### src/rtl/switch_pkg.sv
// switch_pkg: shared sizes, types and index helper for the switch ingress arbiter.
package switch_pkg;
    localparam int NUM_PORTS  = 4;
    localparam int DATA_W     = 32;
    localparam int FIFO_DEPTH = 4;

    typedef logic [DATA_W-1:0] word_t;
    typedef logic [$clog2(NUM_PORTS)-1:0] port_idx_t;

    function automatic port_idx_t port_add(port_idx_t a, int o);
        return port_idx_t'((int'(a) + o) % NUM_PORTS);
    endfunction
endpackage

### src/rtl/switch_port_fifo.sv
// switch_port_fifo: per-port word FIFO with registered count-derived full/empty flags.
module switch_port_fifo
    import switch_pkg::*;
#(
    parameter int DEPTH = FIFO_DEPTH
) (
    input  logic  clk,
    input  logic  rst_n,
    input  logic  push_i,
    input  logic  pop_i,
    input  word_t data_i,
    output logic  full_o,
    output logic  empty_o,
    output word_t head_o
);
    localparam int AW = $clog2(DEPTH);

    word_t         mem_q [DEPTH];
    logic [AW-1:0] rd_ptr_q, wr_ptr_q;
    logic [AW:0]   count_q;

    assign full_o  = count_q == (AW+1)'(DEPTH);
    assign empty_o = count_q == '0;
    assign head_o  = mem_q[rd_ptr_q];

    always_ff @(posedge clk or negedge rst_n) begin
        if (!rst_n) begin
            rd_ptr_q <= '0;
            wr_ptr_q <= '0;
            count_q  <= '0;
        end else begin
            if (push_i) wr_ptr_q <= wr_ptr_q + 1'b1;
            if (pop_i) rd_ptr_q <= rd_ptr_q + 1'b1;
            count_q <= count_q + (AW+1)'(push_i) - (AW+1)'(pop_i);
        end
    end

    // Storage carries no reset: a word is only ever read after being written.
    always_ff @(posedge clk) begin
        if (push_i) mem_q[wr_ptr_q] <= data_i;
    end
endmodule

### src/rtl/switch_ingress_arbiter.sv
// switch_ingress_arbiter: per-port FIFOs feeding a round-robin arbiter with
// registered one-hot request and per-port data outputs.
module switch_ingress_arbiter
    import switch_pkg::*;
(
    input  logic                 clk,
    input  logic                 rst_n,
    input  logic [NUM_PORTS-1:0] in_valid,
    output logic [NUM_PORTS-1:0] in_ready,
    input  word_t                in_data [NUM_PORTS],
    input  logic                 out_ready,
    output logic [NUM_PORTS-1:0] R,
    output word_t                D [NUM_PORTS]
);
    logic [NUM_PORTS-1:0] full, empty, push, pop;
    word_t                head [NUM_PORTS];
    logic [NUM_PORTS-1:0] r_q;
    word_t                d_q [NUM_PORTS];
    port_idx_t            rr_ptr_q, win;
    logic                 found, load;

    assign in_ready = ~full;
    assign push     = in_valid & in_ready;
    assign load     = (r_q == '0) || out_ready;
    assign pop      = (load && found) ? (NUM_PORTS'(1) << win) : '0;
    assign R        = r_q;
    assign D        = d_q;

    // Scan from the farthest offset down so the nearest non-empty port wins.
    always_comb begin
        found = 1'b0;
        win   = rr_ptr_q;
        for (int o = NUM_PORTS - 1; o >= 0; o--) begin
            if (!empty[port_add(rr_ptr_q, o)]) begin
                found = 1'b1;
                win   = port_add(rr_ptr_q, o);
            end
        end
    end

    for (genvar g = 0; g < NUM_PORTS; g++) begin : g_port
        switch_port_fifo #(.DEPTH(FIFO_DEPTH)) u_fifo (
            .clk    (clk),
            .rst_n  (rst_n),
            .push_i (push[g]),
            .pop_i  (pop[g]),
            .data_i (in_data[g]),
            .full_o (full[g]),
            .empty_o(empty[g]),
            .head_o (head[g])
        );
    end

    always_ff @(posedge clk or negedge rst_n) begin
        if (!rst_n) begin
            r_q      <= '0;
            rr_ptr_q <= '0;
            for (int j = 0; j < NUM_PORTS; j++) d_q[j] <= '0;
        end else if (load) begin
            r_q <= pop;
            for (int j = 0; j < NUM_PORTS; j++) d_q[j] <= pop[j] ? head[j] : '0;
            if (found) rr_ptr_q <= port_add(win, 1);
        end
    end
endmodule

### config.mk
export PLATFORM = sky130hd
export DESIGN_NAME = switch_ingress_arbiter
export DESIGN_NICKNAME = d
export VERILOG_FILES = /design/src/rtl/switch_pkg.sv /design/src/rtl/switch_port_fifo.sv /design/src/rtl/switch_ingress_arbiter.sv
export SDC_FILE = /design/constraint.sdc
export NUM_CORES = 1
export LEC_CHECK = 0
export ABC_AREA = 1
export CAP_MARGIN = 20
export CORE_UTILIZATION = 51
export CTS_CLUSTER_DIAMETER = 150
export DETAILED_ROUTE_END_ITERATION = 8
export PLACE_DENSITY_LB_ADDON = 0.3
export SLEW_MARGIN = 20
export SYNTH_ARGS = -nofsm -noshare
export SYNTH_HDL_FRONTEND = slang
export SYNTH_SLANG_ARGS = --single-unit
### constraint.sdc
create_clock -name clk -period 2.7 [get_ports clk]
set_input_delay 0.54 -clock clk [delete_from_list [all_inputs] [get_ports clk]]
set_output_delay 0.54 -clock clk [all_outputs]
set_load 0.02 [all_outputs]
Yosys cells after proc, flatten, opt, wreduce, memory -nomap -nowiden

Memory sizes are Yosys's and may differ from the RTL's.
Cells that the tools add are included.

Memory bits (writable): 512
Memories: 4
Word-level logic and storage cells: 90
Register bits after elaboration: 162
Bits of input ports: 135

Shifts and indexed selects: 1
Bitwise operators: 2
Equal/unequal tests: 4
Order comparisons: 4
Add/subtract/negate cells: 20
Muxes and demuxes: 29
Reductions and logical operators: 8

Memories:

| memory                 | depth | width | read ports | clocked after Yosys merged registers in | write ports | line                   | text |
|---|---|---|---|---|---|---|---|
| g_port[0].u_fifo.mem_q | 4     | 32    | 1          | 0                                       | 1           | switch_port_fifo.sv:18 | `word_t mem_q [DEPTH];` |
| g_port[1].u_fifo.mem_q | 4     | 32    | 1          | 0                                       | 1           | switch_port_fifo.sv:18 |  |
| g_port[2].u_fifo.mem_q | 4     | 32    | 1          | 0                                       | 1           | switch_port_fifo.sv:18 |  |
| g_port[3].u_fifo.mem_q | 4     | 32    | 1          | 0                                       | 1           | switch_port_fifo.sv:18 |  |

Operators with widths:

| operator                                                                      | number |
|---|---|
| 32-bit two-way mux                                                            | 4 |
| 2-bit by 1-bit adder with 2-bit output (second input constant)                | 10 |
| 1-bit two-way mux                                                             | 16 |
| 3-bit by 1-bit adder with 3-bit output                                        | 4 |
| 3-bit equality test (second input constant)                                   | 4 |
| 3-bit zero test                                                               | 4 |
| 2-bit by 3-bit less-than comparator with 1-bit output (second input constant) | 4 |
| 3-bit by 1-bit subtractor with 3-bit output                                   | 4 |
| 1-bit binary-select mux with 2-bit select                                     | 4 |
| 2-bit two-way mux                                                             | 4 |
| 2-bit adder (second input constant)                                           | 2 |
| 4-bit bitwise AND                                                             | 1 |
| 4-bit zero test                                                               | 1 |
| 4-bit two-way mux                                                             | 1 |
| 4-bit NOT                                                                     | 1 |
| 1-bit by 2-bit left shift with 4-bit output (first input constant)            | 1 |
| 2-bit AND reduction                                                           | 1 |
| 1-bit logical AND                                                             | 1 |
| 1-bit logical OR                                                              | 1 |

Logic depth before layout (Yosys ltp)

Word-level depth: 10
Gate-level depth with buffers: 20

Hierarchy

From an unflattened synthesis, not the netlist that was laid out.

Cell total of the unflattened synthesis: 2853
Area total of the unflattened synthesis: 28891.5 um^2

By module, submodules not included:

| module                                  | instances | seq. area each (um^2) | cells each | area each (um^2) |
|---|---|---|---|---|
| switch_port_fifo (g_port[1].u_fifo ...) | 3         | 4018.9                | 547        | 5785.5 |
| switch_port_fifo (g_port[0].u_fifo)     | 1         | 4018.9                | 547        | 5786.8 |
| switch_ingress_arbiter                  | 1         | 3353.2                | 665        | 5748.0 |

Least setup slack after synthesis

OpenSTA, ideal clock, no wires.

Path kind: register to register
From: register g_port[1].u_fifo.count_q[1]
To: register g_port[3].u_fifo.count_q[2]
Cell stages (with the launch flop): 19
Required time: 2.571 ns
Data arrival time: 2.554 ns
Period minus slack after synthesis: 2.683 ns
Slack: 0.017 ns
Cell sequence: dfrtp_1 > nor2_1 > nand3_1 > nand3_1 > nand2_1 > inv_1 > nand2_1 > nand2_1 > nand2_1 > nand2_1 > nand2_1 > buf_4 > nand3_1 > inv_1 > ha_1 > inv_1 > ha_1 > fa_1 > xor2_1

Cells in the longest elaborated chain, start to end: 10
Elaborated cells on any way between the ends: 21
Those cells by class: add/sub (1); shift (1); mux (17); reduce/logical (2)

Ends and longest elaborated chain:

| element                                                                          | line                         | text |
|---|---|---|
| from (decl)                                                                      | switch_port_fifo.sv:20       | `logic [AW:0] count_q;` |
| from (signal assigned)                                                           | switch_port_fifo.sv:34       | `count_q <= count_q + (AW+1)'(push_i) - (AW+1)'(pop_i);` |
| 3-bit zero test (*)                                                              | switch_port_fifo.sv:23       | `assign empty_o = count_q == '0;` |
| 1-bit binary-select mux with 2-bit select                                        | switch_ingress_arbiter.sv:34 | `if (!empty[port_add(rr_ptr_q, o)]) begin` |
| 1-bit two-way mux (not written as such)                                          | switch_ingress_arbiter.sv:34 |  |
| 2-bit two-way mux or 1-bit two-way mux (tied branches) (4 in series)             | switch_ingress_arbiter.sv:34 |  |
| 1-bit by 2-bit left shift with 4-bit output or 1-bit logical AND (tied branches) | switch_ingress_arbiter.sv:25 | `assign pop = (load && found) ? (NUM_PORTS'(1) << win) : '0;` |
| 4-bit two-way mux (*)                                                            | switch_ingress_arbiter.sv:25 |  |
| via g_port[3].u_fifo.pop_i                                                       | switch_port_fifo.sv:10       | `input logic pop_i,` |
| 3-bit by 1-bit subtractor with 3-bit output (*)                                  | switch_port_fifo.sv:34       |  |
| to (signal assigned)                                                             | switch_port_fifo.sv:34       |  |
| to (decl)                                                                        | switch_port_fifo.sv:20       |  |

The timed path passes the listed nets; every way through them passes the cells marked *. The select of a mux whose other input is x is not followed.
A chain may end at the register's enable or synchronous reset.

Worst setup path in the final report

From: register rr_ptr_q[0]
To: register g_port[2].u_fifo.count_q[1]

Cells in the longest elaborated chain, start to end: 10
Elaborated cells on any way between the ends: 23
Those cells by class: add/sub (4); shift (1); mux (17); reduce/logical (1)

Ends and longest elaborated chain:

| element                                                                          | line                         | text |
|---|---|---|
| from (decl)                                                                      | switch_ingress_arbiter.sv:19 | `port_idx_t rr_ptr_q, win;` |
| from (signal assigned)                                                           | switch_ingress_arbiter.sv:62 | `if (found) rr_ptr_q <= port_add(win, 1);` |
| 2-bit adder                                                                      | switch_pkg.sv:11             | `return port_idx_t'((int'(a) + o) % NUM_PORTS);` |
| 1-bit binary-select mux with 2-bit select                                        | switch_ingress_arbiter.sv:34 |  |
| 1-bit two-way mux (not written as such)                                          | switch_ingress_arbiter.sv:34 |  |
| 2-bit two-way mux or 1-bit two-way mux (tied branches) (4 in series)             | switch_ingress_arbiter.sv:34 |  |
| 1-bit by 2-bit left shift with 4-bit output or 1-bit logical AND (tied branches) | switch_ingress_arbiter.sv:25 |  |
| 4-bit two-way mux (*)                                                            | switch_ingress_arbiter.sv:25 |  |
| via g_port[2].u_fifo.pop_i                                                       | switch_port_fifo.sv:10       |  |
| 3-bit by 1-bit subtractor with 3-bit output (*)                                  | switch_port_fifo.sv:34       |  |
| to (signal assigned)                                                             | switch_port_fifo.sv:34       |  |
| to (decl)                                                                        | switch_port_fifo.sv:20       |  |

Marks and branches as above.

==> key figures <==
Global routing
  • Gr usage total: 24.4%
  • First-pass GRT wire length: about 99 mm
  • GR Overflow Total: 0
  • Initial antenna violation count: 8
  • Largest net degree at the start of global routing: 76
  • Vias in the first global route: about 18000

Yosys
  • Syn nets: between 2000 and 2500
  • Register area share after synthesis: 74.3%
  • Synth Cell Area: 26200 um^2
  • #FFs+latches synth: between 600 and 700
  • Top post-synthesis cells by area: edfxtp_1 59%, dfrtp_1 15%, o21ai_0 5.1%
  • Post-synth cell types: 23
  • Syn_area_per_cell: approximately 13 um^2
  • Syn Inst Count: 2070
  • Share of the synthesized area in the top cell type: ~60%
  • Yosys warns: 0
  • Area leader, netlist: edfxtp_1

Timing
  • Worst slew pin tran: just over 1 ns
  • Period utilization: 97.3%
  • Post-layout min period: around 2.6 ns
  • Final slew viol count: 0
  • Fin. Hold Viols: 0
  • Endpoints failing setup: 0
  • Slew HR: approximately 33%
  • RSZ-0062 raised after global routing: yes
  • Max Fclk: between 0.3 and 0.4 GHz
  • Final WS setup: 0.0725 ns
  • Clock skew: ~0.020 ns

Floorplanning
  • Die W: ~230 um
  • Initial Util: between 50% and 60%
  • # rows: between 80 and 90
  • CORE AREA: between 50000 and 60000 um^2
  • Die Span Y: approximately 230 um
  • Die area: 52200 um^2
  • Number of primary I/O pins: ~270

Placement
  • GP Congestion: approximately 0.79
  • DP Cell Count: 2935
  • DP Worst Slack: -0.0445 ns
  • Port buffer count: 270
  • Dpl hpwl: roughly 35 mm
  • Placed Area: 30000 um^2

Drt
  • Drt drc: 0
  • Vias: around 18000
  • WL final: ~63 mm
  • Drt first pass iters: 5
  • DR WL/cell: 20.6 um
  • Initial DRC count: ~1500
  • Vias/cell: ~5.7
  • ANT nets after route: 0

Worst setup path
  • Required @ worst endpoint: 3.19 ns
  • Reg2Reg Setup Slack: between 0.07 and 0.08 ns
  • Worst Setup Path Type: reg -> reg
  • CP Data Arrival Time: 3.11 ns
  • Type of origin of the critical path: flop
  • Critical path endpoint category: flop
  • Crit path max fanout: 7

Power
  • Leakage dissipation: ~0.012 uW
  • Max VDD drop: ~0.00099 V
  • PD cells: roughly 1200 nW/um^2

Final layout
  • Nets: 2505
  • Final Cell Area: about 33000 um^2
  • Final non-filler cell total: slightly above 3000
  • Layout Area Growth over Synthesis: 24.4%
  • Ratio of cells with drive above 1 in the final layout: roughly 9.7%

Clock tree
  • Max Root-Sink Buffers: 3
  • Clk sinks: between 600 and 700
  • Total CTS buffers: 70
  • Clock latency on the worst-skew pair: ~0.6 ns
  • CTS tree: built
  • H-tree depth: 3
  • Root Buffer: clkbuf_16
  • Clock slew at reported path FFs: roughly 0.060 ns

Min path
  • Hold crit path type: in -> async

Run
  • Maximum capacitance violations: 0

Run status
  • Outcome: complete, no violations
cell families (layout without fill, tap and decap cells):
kind of cell	count (synthesis)	count (layout)	synth area share (%)
buf+inv	213	541	3.33
simple gates	743	743	12.1
compound gates	395	395	8.21
fa+ha+maj	28	28	1.45
xor+xnor	17	17	0.598
other cells	0	8	0
flops	674	674	74.3
stage by stage:
stage	power [uW]	TNS, ns	utilization [%]	hold WS [ns]
after floorplan	23200	0	-	0.244
after global placement	28100	-0.0165	59.5	0.463
after detailed placement	28600	-0.151	59.5	0.466
after CTS	38400	0	64.2	0.447
after global routing	40700	-0.152	64.6	0.464
final	38600	0	64.6	0.463
Yosys cell counts:
master / instances
nor2_1: 278
xor2_1: 10
nor3_1: 1
ha_1: 24
nand2_2: 1
a21oi_4: 1
o22ai_1: 128
dfrtp_1: 162
or2_2: 1
xnor2_1: 6
buf_2: 24
edfxtp_1: 512
clkbuf_1: 103
inv_1: 73
buf_4: 11
fa_1: 4
nand3_1: 22
xnor2_2: 1
inv_2: 2
nand3_2: 2
o21ai_0: 266
nand4_1: 137
nand2_1: 301
final timing paths:
kind / start / end / cells after the start
min: rst_n / D[46]$_DFFE_PN0P_ / 2
min in group clk: D[45]$_DFFE_PN0P_ / D[45]$_DFFE_PN0P_ / 2
max: rr_ptr_q[0]$_DFFE_PN0N_ / g_port[2].u_fifo.count_q[1]$_DFF_PN0_ / 18
min reg2reg: D[45]$_DFFE_PN0P_ / D[45]$_DFFE_PN0P_ / 2
max in group asynchronous: rst_n / g_port[1].u_fifo.rd_ptr_q[0]$_DFFE_PN0P_ / 3
max reg2reg: rr_ptr_q[0]$_DFFE_PN0N_ / g_port[2].u_fifo.count_q[1]$_DFF_PN0_ / 18
cell usage in the layout (no fill, tap or decap), types with 2 or more instances in the layout:
cell	count
buf_4	43
diode_2	8
o21ai_0	266
nor2_2	2
clkinv_1	10
inv_1	66
nand3_1	9
clkbuf_16	73
nand2_2	6
clkinv_2	9
edfxtp_1	512
inv_2	5
ha_1	24
dfrtp_2	7
nor2_4	18
dfrtp_1	155
o22ai_1	128
xor2_1	10
clkbuf_8	7
clkinvlp_4	2
nand2_1	295
nand4_1	137
inv_4	3
xnor2_1	6
nor2_1	258
bufinv_16	8
clkbuf_1	17
inv_6	2
buf_12	22
buf_6	2
clkdlybuf4s50_1	269
nand3_2	14
fa_2	3
metal layers:
metal	vias to the layer above	track usage, %	wire, um
met5	-	0	28
met1	8748	31.5	25900
met3	107	5.45	4570
li1	8006	-	-
met2	655	40.6	31400
met4	4	9.17	1580
where the power goes:
group	internal, uW	switching [uW]	total, uW
clock network	5910	3880	9790
registers	13800	921	14700
logic	4560	9520	14100
total	24200	14300	38600
sequential cells by signal, summed over array words and instances (netlist names):
register	count
R	4
g_port.u_fifo.mem_q	512
g_port.u_fifo.count_q	12
g_port.u_fifo.rd_ptr_q	8
rr_ptr_q	2
g_port.u_fifo.wr_ptr_q	8
D	128
layout make-up:
cell class	instances	area [um^2]
Clock inverter	32	380
Antenna cell	8	20.0
Timing Repair Buffer	338	3500
Fill cell	3666	17800
Clock buffer	96	1970
Multi-Input combinational cell	1183	6110
Sequential cell	674	19400
Tap cell	672	841
Inverter	75	289
repair_timing:
item                                   in CTS  in global routing
pin swaps                                   0                  8
setup buffers                               0                  6
setup endpoints to repair                   2                 76
endpoints found under the hold margin      37                  0
gates cloned                                0                  0
hold buffers                                1                  0
gates resized for setup                     1                 36
critical path, cell delays in order (launching register included):
cell and delay (ns):
dfrtp_2 0.50, inv_4 0.14, nand3_2 0.11, nand3_2 0.11, nand2_2 0.08, inv_1 0.05, nand2_1 0.05, nand2_2 0.08
nand2_2 0.06, nand2_1 0.08, nand2_2 0.09, nand3_2 0.10, inv_2 0.03, ha_1 0.25, inv_1 0.06, ha_1 0.14
inv_1 0.05, fa_2 0.51, inv_1 0.04
(Power assumes the default switching activity.)
==> RTL change, RTL diff (config.mk and constraints unchanged) <==
Set the package constant `DATA_W` to 64 (it was 32).
--- a/src/rtl/switch_pkg.sv
+++ b/src/rtl/switch_pkg.sv
@@ -1,7 +1,7 @@
 // switch_pkg: shared sizes, types and index helper for the switch ingress arbiter.
 package switch_pkg;
     localparam int NUM_PORTS  = 4;
-    localparam int DATA_W     = 32;
+    localparam int DATA_W     = 64;
     localparam int FIFO_DEPTH = 4;
 
     typedef logic [DATA_W-1:0] word_t;
Interface: changed (resized D and in_data); port bits go from 271 to 527. No check against the original RTL was run, so the function may have changed too.
==> RTL change against the original RTL <==
  * Synthesized area is 90% higher
  * Die area is 89% higher
  * Combinational power is 74% higher
  * Power is 83% higher
  * Largest power group unchanged
  * Largest cell class unchanged
  * Cell area is 89% higher
  * Worst setup slack worse by 0.051 ns
  * Routed wire length is 91% higher
  * Sequential cell count is 640 higher
==> RTL change: results (changes against the original RTL) <==
Main synth FF type: edfxtp_1 (unchanged)
Worst-path fanout max: 5 (was 7)
Post-synth top cells: edfxtp_1 (1024), nand2_1 (689), nor2_1 (598) (was edfxtp_1 (512), nand2_1 (301), nor2_1 (278))
TritonCTS Buffers: 135 (was 70)
# H-tree levels: 4 (was 3)
Startpoint class of the critical path: flip-flop (unchanged)
Worst-Skew Late Latency: 0.74 ns (was 0.60 ns)
Crit-path leading delay family: adder cells (unchanged)
Max FFs per register: 1024 (was 512)
Global-route wire length before repair: 184 mm (was 98.7 mm)
Largest Register: g_port.u_fifo.mem_q (unchanged)
CP Launch Point: rr_ptr_q[1]$_DFFE_PN0N_ (was rr_ptr_q[0]$_DFFE_PN0N_)
Vias in the first global route: 31.1k (was 17.7k)
Synthesized net count: 4137 (was 2233)
Worst R2R Path Depth: 17 (was 18)
Placed Cells: 5506 (was 2935)
Async SR Flop Fraction: 22.1% (was 24.0%)
Slowest CP cell: fa_2 (unchanged)
Status: finished, final reports clean (unchanged)
Clk pin slew, worst setup/hold paths: 0.06 ns (about the same)
Share of layout cells above drive strength 1: 8.19% (was 9.72%)
R2R Path End: g_port[2].u_fifo.count_q[1]$_DFF_PN0_ (unchanged)
HPWL after DPL: 70.0 mm (was 35.2 mm)
Worst-margin pin slew: 0.957 ns (was 1.01 ns)
Antenna violations before repair: 28 (was 8)
Fin crit period: 2.68 ns (was 2.63 ns)
Final wirelength: 121 mm (was 63.4 mm)
Nets: 4670 (was 2505)
Post-route insts no fill: 5787 (was 3078)
Launch point of the worst reg-to-reg path: rr_ptr_q[1]$_DFFE_PN0N_ (was rr_ptr_q[0]$_DFFE_PN0N_)
Fill cell count: 6999 (was 3666)
Pin count of the biggest net entering global routing: 172 (was 76)
Initial drt markers: 3045 (was 1489)
Placed cell areas: 57100 sq um (was 30000 sq um)
Register area share after synthesis: 76.4% (was 74.3%)
Synth Instances: 3846 (was 2070)
Post-synth EDFFs: 1024 (was 512)
VDD IR max: 1.22 mV (was 0.991 mV)
Vias post-DR: 32.2k (was 17.5k)
GP Congestion: 0.807 (was 0.788)
Setup Skew: 0.0319 ns (was 0.0199 ns)
P_leak: 22.9 nW (was 12.3 nW)
Core Util, Final: 63.6% (was 64.6%)
Post-Place Setup Slack: -0.206 ns (was -0.0445 ns)
Clock root buffer: clkbuf_16 (unchanged)
Max incr delay on CP: 0.52 ns
Post-synth cell types: 28 (was 23)
Final hold vios: 0 (unchanged)
# port buffers: 526 (was 270)
Synth top area cells: edfxtp_1 (62%), dfrtp_1 (15%), nand2_1 (5.2%) (was edfxtp_1 (59%), dfrtp_1 (15%), o21ai_0 (5.1%))
CP arrival: 3.30 ns (was 3.11 ns)
TritonRoute pass-1 iters: 6 (was 5)
GRT Util Overall: 24.4% (about the same)
-- RTL change: worst min path at each step --
stage | endpoint | slack [ns] | cells after the start
3_5_place_dp | D[177]$_DFFE_PN0P_ | 0.47 | 2
6_report | D[104]$_DFFE_PN0P_ | 0.36 | 2
5_1_grt | D[80]$_DFFE_PN0P_ | 0.35 | 2
4_1_cts | D[80]$_DFFE_PN0P_ | 0.33 | 2
2_1_floorplan | D[0]$_DFFE_PN0P_ | 0.24 | 0
3_3_place_gp | D[167]$_DFFE_PN0P_ | 0.46 | 2
-- RTL change: report_power, final --
part	switching, mW	internal [mW]	total (mW)
Sequential	1.88	26.9	28.7
Clock	7.54	9.90	17.4
Combinational	16.3	8.22	24.5
-- RTL change: kinds of logic after synthesis --
kind of cell / count (synthesis) / synth area share [%]
AOI/OAI and AO/OA: 716 / 8.19
adders and majority gates: 28 / 0.765
xor gates and xnor gates: 16 / 0.282
and+or+nand+nor: 1449 / 11.7
buffers and inverters: 323 / 2.65
DFF: 1314 / 76.4
-- RTL change: metal layers --
metal / wire length (um) / GRT usage [%]
met4: 2890 / 8.82
met1: 49500 / 32.8
met2: 59400 / 39.0
met5: 172 / 0
met3: 9370 / 5.76
-- RTL change: layout make-up --
class                   instances  share of cell area (%)
well taps                    1276                    2.59
clock inverters                51                   0.703
diodes                         18                  0.0732
inverters                      72                   0.466
flip-flops and latches       1314                    61.8
multi-input cells            2209                    17.4
repair buffers                647                    10.9
clock buffers                 200                    6.09
-- RTL change: timing repair --
action | 4_1_cts | 5_1_grt
gates resized for setup | 13 | 26
endpoints found under the hold margin | 41 | 0
pin swaps | 0 | 11
endpoints found under the setup margin | 11 | 12
setup buffers | 2 | 9
hold buffers | 1 | 0
